## src/rtl/multicycle_datapath_ctrl.sv

```systemverilog
// multicycle_datapath_ctrl
//   Multicycle RV32I-subset core: lw, sw, R-type add/sub/and/or/slt,
//   addi/andi/ori/slti, beq and jal. Instruction fetch and data access
//   share one memory port, and every memory state waits for MemReady.
//   An unknown opcode parks the core in HALT until reset. A counter
//   tracks retired instructions.
// Ports:
//   clk, reset           rising-edge clock, asynchronous active-high reset
//   MemReq/MemWE         access request (held until MemReady), write enable
//   MemAddr/MemWData     byte address (PC or ALUOut), store data (B)
//   MemRData/MemReady    read data, access completion in the same cycle
//   PC                   architectural PC
//   Halted               core stopped on an illegal instruction
//   InstrRetired         count of completed instructions (wraps)
//   dbg_state            current main FSM state encoding
// Handshake: an access completes in a cycle where MemReq and MemReady are
//   both 1. MemAddr, MemWE and MemWData hold steady from the first request
//   cycle through that completion cycle.
module multicycle_datapath_ctrl #(
   parameter int              XLEN     = 32,
   parameter logic [XLEN-1:0] RESET_PC = '0,
   parameter int              CNT_W    = 32
) (
   input  logic             clk,
   input  logic             reset,
   output logic             MemReq,
   output logic             MemWE,
   output logic [XLEN-1:0]  MemAddr,
   output logic [XLEN-1:0]  MemWData,
   input  logic [XLEN-1:0]  MemRData,
   input  logic             MemReady,
   output logic [XLEN-1:0]  PC,
   output logic             Halted,
   output logic [CNT_W-1:0] InstrRetired,
   output logic [3:0]       dbg_state
);
   localparam logic [6:0] OP_LW  = 7'b0000011;
   localparam logic [6:0] OP_SW  = 7'b0100011;
   localparam logic [6:0] OP_R   = 7'b0110011;
   localparam logic [6:0] OP_I   = 7'b0010011;
   localparam logic [6:0] OP_BEQ = 7'b1100011;
   localparam logic [6:0] OP_JAL = 7'b1101111;

   typedef enum logic [3:0] {
      FETCH, DECODE, MEMADR, MEMREAD, MEMWB, MEMWRITE,
      EXECUTER, EXECUTEI, ALUWB, BEQ, JALEX, JAL, HALT
   } state_t;

   state_t           state_q, state_d;
   logic [XLEN-1:0]  pc_q, pc_d, old_pc_q, old_pc_d;
   logic [XLEN-1:0]  data_q, data_d, a_q, a_d, b_q, b_d;
   logic [XLEN-1:0]  alu_out_q, alu_out_d;
   logic [31:0]      instr_q, instr_d;
   logic [CNT_W-1:0] retired_q, retired_d;
   logic [XLEN-1:0]  rf_q [0:31];

   logic            rf_we, retire, mem_req, mem_we, beq_zero;
   logic [XLEN-1:0] rf_wd, mem_addr, rs1_val, rs2_val, beq_diff;
   logic [XLEN-1:0] imm_i, imm_s, imm_b, imm_j;
   logic [6:0]      opcode;
   logic [4:0]      rs1, rs2, rd;
   logic [2:0]      funct3;

   assign opcode = instr_q[6:0];
   assign rd     = instr_q[11:7];
   assign funct3 = instr_q[14:12];
   assign rs1    = instr_q[19:15];
   assign rs2    = instr_q[24:20];

   assign imm_i = {{(XLEN-12){instr_q[31]}}, instr_q[31:20]};
   assign imm_s = {{(XLEN-12){instr_q[31]}}, instr_q[31:25], instr_q[11:7]};
   assign imm_b = {{(XLEN-13){instr_q[31]}}, instr_q[31], instr_q[7],
                   instr_q[30:25], instr_q[11:8], 1'b0};
   assign imm_j = {{(XLEN-21){instr_q[31]}}, instr_q[31], instr_q[19:12],
                   instr_q[20], instr_q[30:21], 1'b0};

   // x0 reads as zero regardless of array contents
   assign rs1_val = (rs1 == 5'd0) ? '0 : rf_q[rs1];
   assign rs2_val = (rs2 == 5'd0) ? '0 : rf_q[rs2];

   function automatic logic [XLEN-1:0] alu_f(input logic [XLEN-1:0] x,
                                             input logic [XLEN-1:0] y,
                                             input logic [2:0]      f3,
                                             input logic            sub);
      case (f3)
         3'b000:  alu_f = sub ? (x - y) : (x + y);
         3'b010:  alu_f = {{(XLEN-1){1'b0}}, ($signed(x) < $signed(y))};
         3'b110:  alu_f = x | y;
         3'b111:  alu_f = x & y;
         default: alu_f = x + y;
      endcase
   endfunction

   assign beq_diff = alu_f(a_q, b_q, 3'b000, 1'b1);
   assign beq_zero = (beq_diff == '0);

   always_comb begin
      state_d   = state_q;
      pc_d      = pc_q;
      old_pc_d  = old_pc_q;
      instr_d   = instr_q;
      data_d    = data_q;
      a_d       = a_q;
      b_d       = b_q;
      alu_out_d = alu_out_q;
      rf_we     = 1'b0;
      rf_wd     = '0;
      retire    = 1'b0;
      mem_req   = 1'b0;
      mem_we    = 1'b0;
      mem_addr  = pc_q;
      case (state_q)
         FETCH: begin
            mem_req = 1'b1;
            if (MemReady) begin
               instr_d  = MemRData[31:0];
               old_pc_d = pc_q;
               pc_d     = pc_q + XLEN'(4);
               state_d  = DECODE;
            end
         end
         DECODE: begin
            a_d       = rs1_val;
            b_d       = rs2_val;
            alu_out_d = old_pc_q + imm_b;  // branch target, used only by BEQ
            case (opcode)
               OP_LW, OP_SW: state_d = MEMADR;
               OP_R:         state_d = EXECUTER;
               OP_I:         state_d = EXECUTEI;
               OP_BEQ:       state_d = BEQ;
               OP_JAL:       state_d = JALEX;
               default:      state_d = HALT;
            endcase
         end
         MEMADR: begin
            alu_out_d = a_q + ((opcode == OP_SW) ? imm_s : imm_i);
            state_d   = (opcode == OP_SW) ? MEMWRITE : MEMREAD;
         end
         MEMREAD: begin
            mem_req  = 1'b1;
            mem_addr = alu_out_q;
            if (MemReady) begin
               data_d  = MemRData;
               state_d = MEMWB;
            end
         end
         MEMWB: begin
            rf_we   = 1'b1;
            rf_wd   = data_q;
            retire  = 1'b1;
            state_d = FETCH;
         end
         MEMWRITE: begin
            mem_req  = 1'b1;
            mem_we   = 1'b1;
            mem_addr = alu_out_q;
            if (MemReady) begin
               retire  = 1'b1;
               state_d = FETCH;
            end
         end
         EXECUTER: begin
            alu_out_d = alu_f(a_q, b_q, funct3, instr_q[30]);
            state_d   = ALUWB;
         end
         EXECUTEI: begin
            alu_out_d = alu_f(a_q, imm_i, funct3, 1'b0);
            state_d   = ALUWB;
         end
         ALUWB: begin
            rf_we   = 1'b1;
            rf_wd   = alu_out_q;
            retire  = 1'b1;
            state_d = FETCH;
         end
         BEQ: begin
            if (beq_zero) pc_d = alu_out_q;
            retire  = 1'b1;
            state_d = FETCH;
         end
         // jal spends one cycle forming the target in ALUOut, then links
         JALEX: begin
            alu_out_d = old_pc_q + imm_j;
            state_d   = JAL;
         end
         JAL: begin
            rf_we   = 1'b1;
            rf_wd   = old_pc_q + XLEN'(4);
            pc_d    = alu_out_q;
            retire  = 1'b1;
            state_d = FETCH;
         end
         HALT: state_d = HALT;
         default: state_d = HALT;
      endcase
      retired_d = retired_q + CNT_W'(retire);
   end

   always_ff @(posedge clk or posedge reset) begin
      if (reset) begin
         state_q   <= FETCH;
         pc_q      <= RESET_PC;
         old_pc_q  <= '0;
         instr_q   <= '0;
         data_q    <= '0;
         a_q       <= '0;
         b_q       <= '0;
         alu_out_q <= '0;
         retired_q <= '0;
      end else begin
         state_q   <= state_d;
         pc_q      <= pc_d;
         old_pc_q  <= old_pc_d;
         instr_q   <= instr_d;
         data_q    <= data_d;
         a_q       <= a_d;
         b_q       <= b_d;
         alu_out_q <= alu_out_d;
         retired_q <= retired_d;
      end
   end

   always_ff @(posedge clk or posedge reset) begin
      if (reset) begin
         for (int i = 0; i < 32; i++) rf_q[i] <= '0;
      end else if (rf_we && (rd != 5'd0)) begin
         rf_q[rd] <= rf_wd;
      end
   end

   // Requests are suppressed combinationally so reset kills an access at once
   assign MemReq       = mem_req & ~reset;
   assign MemWE        = mem_we & ~reset;
   assign MemAddr      = mem_addr;
   assign MemWData     = b_q;
   assign PC           = pc_q;
   assign Halted       = (state_q == HALT);
   assign InstrRetired = retired_q;
   assign dbg_state    = state_q;
endmodule

```

## config.mk

```make
export PLATFORM = sky130hd
export DESIGN_NAME = multicycle_datapath_ctrl
export DESIGN_NICKNAME = d
export VERILOG_FILES = /design/src/rtl/multicycle_datapath_ctrl.sv
export SDC_FILE = /design/constraint.sdc
export NUM_CORES = 2
export LEC_CHECK = 0
export ABC_CLOCK_PERIOD_IN_PS = 58200
export CAP_MARGIN = 20
export CORE_MARGIN = 8
export CORE_UTILIZATION = 48
export DETAILED_ROUTE_END_ITERATION = 10
export PLACE_DENSITY_LB_ADDON = 0.1
export SLEW_MARGIN = 20
export SYNTH_ARGS = -nofsm -noshare
export SYNTH_HDL_FRONTEND = slang
export SYNTH_SLANG_ARGS = --single-unit
```

## constraint.sdc

```tcl
create_clock -name clk -period 58.2 [get_ports clk]
set_input_delay 5.82 -clock clk [delete_from_list [all_inputs] [get_ports clk]]
set_output_delay 5.82 -clock clk [all_outputs]
set_load 0.1 [all_outputs]
```

==> results.yml <==
status:
  status: "finished, final reports clean"
job:
  maxCapViolations: 0
critical_path:
  cp_max_fo: 3
  arrival_ps: 7740
  endpoint_kind: "output port"
  crit_required_ps: 52380
  critPathKind: "in -> out"
  r2r-start: "dbg_state[2]"
  rr_worst_depth: 19
  cp-startpoint: "reset"
  cp-start-kind: "input port"
clock_tree:
  cts_resized: 0
  clkSlewWorstSetupHoldPaths_ps: 50
  hold_buffers: 0
  clockRootBuffer: "clkbuf_16"
  clkSinkCount: 1284
  cts_buffers: 148
  cts_max_path_buffers: 3
  cts_tree: "built"
  h-tree-depth: 4
  post-cts-setup-buffers: 0
  clock_latency_ps: 800
logic_synthesis:
  synth_cell_types: 92
  seq_area_frac_synth: 0.425
  synth_edf_count: 0
  yosys_most_used_dff: "dfrtp_1"
  yosys_warnings: 0
  ys_ff_latch: 1284
  synthCells: 7536
  synthTopCellsByArea: "dfrtp_1, mux4_2, o21ai_0"
  synth_top_area_frac: 0.425
  syn_area_per_cell_um2: 10.0
  synthesis.area_mm2: 0.0755
  syn-num-nets: 7807
  postSynth.asyncResetShare: 1.00
  synth_area_leader_cell: "dfrtp_1"
worst_hold_path:
  hp-class: "reg -> reg"
  hold_start: "rf_q[1008]"
  min_delay_path_depth: 0
grt:
  overflow: 0
  grt_max_degree: 103
  track_usage: 0.344
  grt_antenna_before_repair: 12
  grt_pass1_wl_um: 432000
  grt_pass1_vias: 60242
timing:
  tightest_slew_ps: 1210
  setup_tns_ps: 0
  clock-skew-final_ps: 31.6
  hold_violations: 0
  max_freq_mhz: 73.8
  slew_headroom: 0.190
  final_max_slew_viol_count: 0
  timing.final.crit_share: 0.233
  setup_viol: 0
  min_period_ps: 13560
  rsz0062_at_grt: "false"
pwr:
  power.density_mw_per_mm2: 62.0
  peakVddDrop_v: 0.0000640
  p_leak_nw: 35.6
route:
  viasPerCell: 6.53
  firstDrtPassIters: 8
  routedWlPerCell_um: 31.2
  wl_um: 297000
  drt_first_iter_violations: 7727
  num_vias: 62163
  drc: 0
  ant_nets: 0
place:
  gp_congestion: 1.01
  dpl.cell_count: 9246
  dpl.hpwl_um: 195000
  io_buffers: 169
floorplanning:
  core-area_mm2: 0.156
  die_x_um: 413
  fp.dieArea_mm2: 0.170
  ios: 170
  row_count: 145
  fp.dieH_um: 413
  start_util: 0.484
layout:
  fillCellCount: 13976
  layout-drive-gt1-share: 0.152
  areaGrowthSynthToFinish_pct: 10.9
  nets: 7611
  fin_cells: 9514
cell families (layout without fill, tap and decap cells):
| kind of cell | Yosys count | in the layout | synth area share |
|---|---|---|---|
| compound gates | 2228 | 2228 | 0.174 |
| xor+xnor | 177 | 177 | 0.0205 |
| fa+ha+maj | 236 | 236 | 0.0396 |
| buf+inv | 858 | 773 | 0.0432 |
| flops | 1284 | 1284 | 0.425 |
| mux | 829 | 829 | 0.191 |
| other cells | 0 | 5 | 0 |
| simple gates | 1924 | 1924 | 0.107 |
area by class of cell:
type                       count  area [µm²]  area share
multi-input combinational   5394       40400       0.483
antenna                        5        12.5    0.000149
clock inverter                43         549     0.00656
sequential                  1284       32200       0.384
tap                         2058        2570      0.0307
inverter                     171         652     0.00778
timing repair buffer         341        3100      0.0370
clock buffer                 218        4280      0.0511
metrics by stage:
stage | area (µm²) | util | setup WS (ps) | power [W] | hold slack, ps
3_3_place_gp | 78800 | 0.504 | 44580 | 0.00416 | 377
2_1_floorplan | 75500 | - | 16190 | 0.00328 | 441
5_1_grt | 83700 | 0.536 | 44580 | 0.00543 | 408
4_1_cts | 83700 | 0.536 | 44630 | 0.00515 | 398
3_5_place_dp | 78900 | 0.505 | 44620 | 0.00420 | 385
6_report | 83700 | 0.536 | 44640 | 0.00519 | 397
sequential cells by signal, indices dropped and copies added, names as in the netlist:
signal	cells
alu_out_q	32
MemWData	32
InstrRetired	32
dbg_state	4
PC	32
old_pc_q	32
instr_q	32
data_q	32
a_q	32
rf_q	1024
critical path, stage by stage:
cell and delay (ps):
clkdlybuf4s50_1 530, nor3_1 220, clkdlybuf4s50_1 1160
power breakdown:
group | leakage [nW] | internal, W | total [W] | switching [W]
Sequential | 17.1 | 0.00119 | 0.00154 | 0.000350
Clock | 2.36 | 0.000536 | 0.000938 | 0.000402
Combinational | 16.1 | 0.00101 | 0.00271 | 0.00170
worst paths after layout:
path	endpoint	slack (ps)
hold reg to reg	rf_q[1008]	400
min in group asynchronous	InstrRetired[29]	5600
hold / removal	rf_q[1008]	400
max in group asynchronous	rf_q[310]	48480
setup / recovery	MemWE	44640
setup reg to reg	alu_out_q[31]	51070
routing by layer:
metal	wire length [µm]	vias up	track usage
met4	16500	2	0.161
met2	133000	2913	0.527
li1	-	26988	-
met1	121000	31543	0.469
met3	26500	717	0.0743
met5	7	-	0
cell usage in the layout, fill, tap and decap left out, types with 13 or more instances in the layout:
cell type / synthesis / layout
dfrtp_1: 1284 / 1272
o21ai_0: 800 / 800
nand2_1: 790 / 778
a21oi_1: 774 / 773
nor2_1: 758 / 742
mux4_2: 474 / 474
ha_1: 231 / 231
mux2i_1: 205 / 205
buf_4: 1 / 169
inv_1: 165 / 162
clkdlybuf4s50_1: 0 / 160
mux2_2: 148 / 148
clkbuf_16: 0 / 148
xnor2_1: 124 / 124
o22ai_1: 110 / 110
nand3_1: 91 / 88
nor3_1: 76 / 72
o221ai_1: 66 / 66
o211ai_1: 57 / 57
xor2_1: 53 / 53
a21o_1: 45 / 45
clkbuf_1: 588 / 39
a221oi_1: 38 / 38
o31ai_1: 34 / 34
a211oi_1: 34 / 34
a31oi_1: 34 / 34
and3_1: 33 / 33
nand2b_1: 33 / 33
a222oi_1: 33 / 33
o21bai_1: 32 / 32
clkbuf_8: 0 / 31
nand4_1: 29 / 29
a211o_1: 25 / 25
nor2b_1: 24 / 21
nor4_1: 22 / 21
o21a_1: 18 / 18
nor2_4: 0 / 15
clkinv_2: 0 / 15
and2_1: 13 / 13
a22o_1: 13 / 13
cell usage after synthesis, types with 7 or more instances:
cell type,n
a211o_1,25
a211oi_1,34
a211oi_2,9
a21o_1,45
a21oi_1,774
a221o_1,10
a221oi_1,38
a222oi_1,33
a22o_1,13
a22oi_1,11
a31oi_1,34
and2_1,13
and3_1,33
buf_1,84
buf_2,11
clkbuf_1,588
dfrtp_1,1284
ha_1,231
inv_1,165
mux2_2,148
mux2i_1,205
mux4_2,474
nand2_1,790
nand2b_1,33
nand3_1,91
nand4_1,29
nor2_1,758
nor2b_1,24
nor3_1,76
nor4_1,22
o211ai_1,57
o211ai_2,10
o21a_1,18
o21ai_0,800
o21bai_1,32
o221ai_1,66
o22a_1,7
o22ai_1,110
o31ai_1,34
or3_1,13
xnor2_1,124
xor2_1,53
Note: power is estimated with default switching activity, not from simulation.
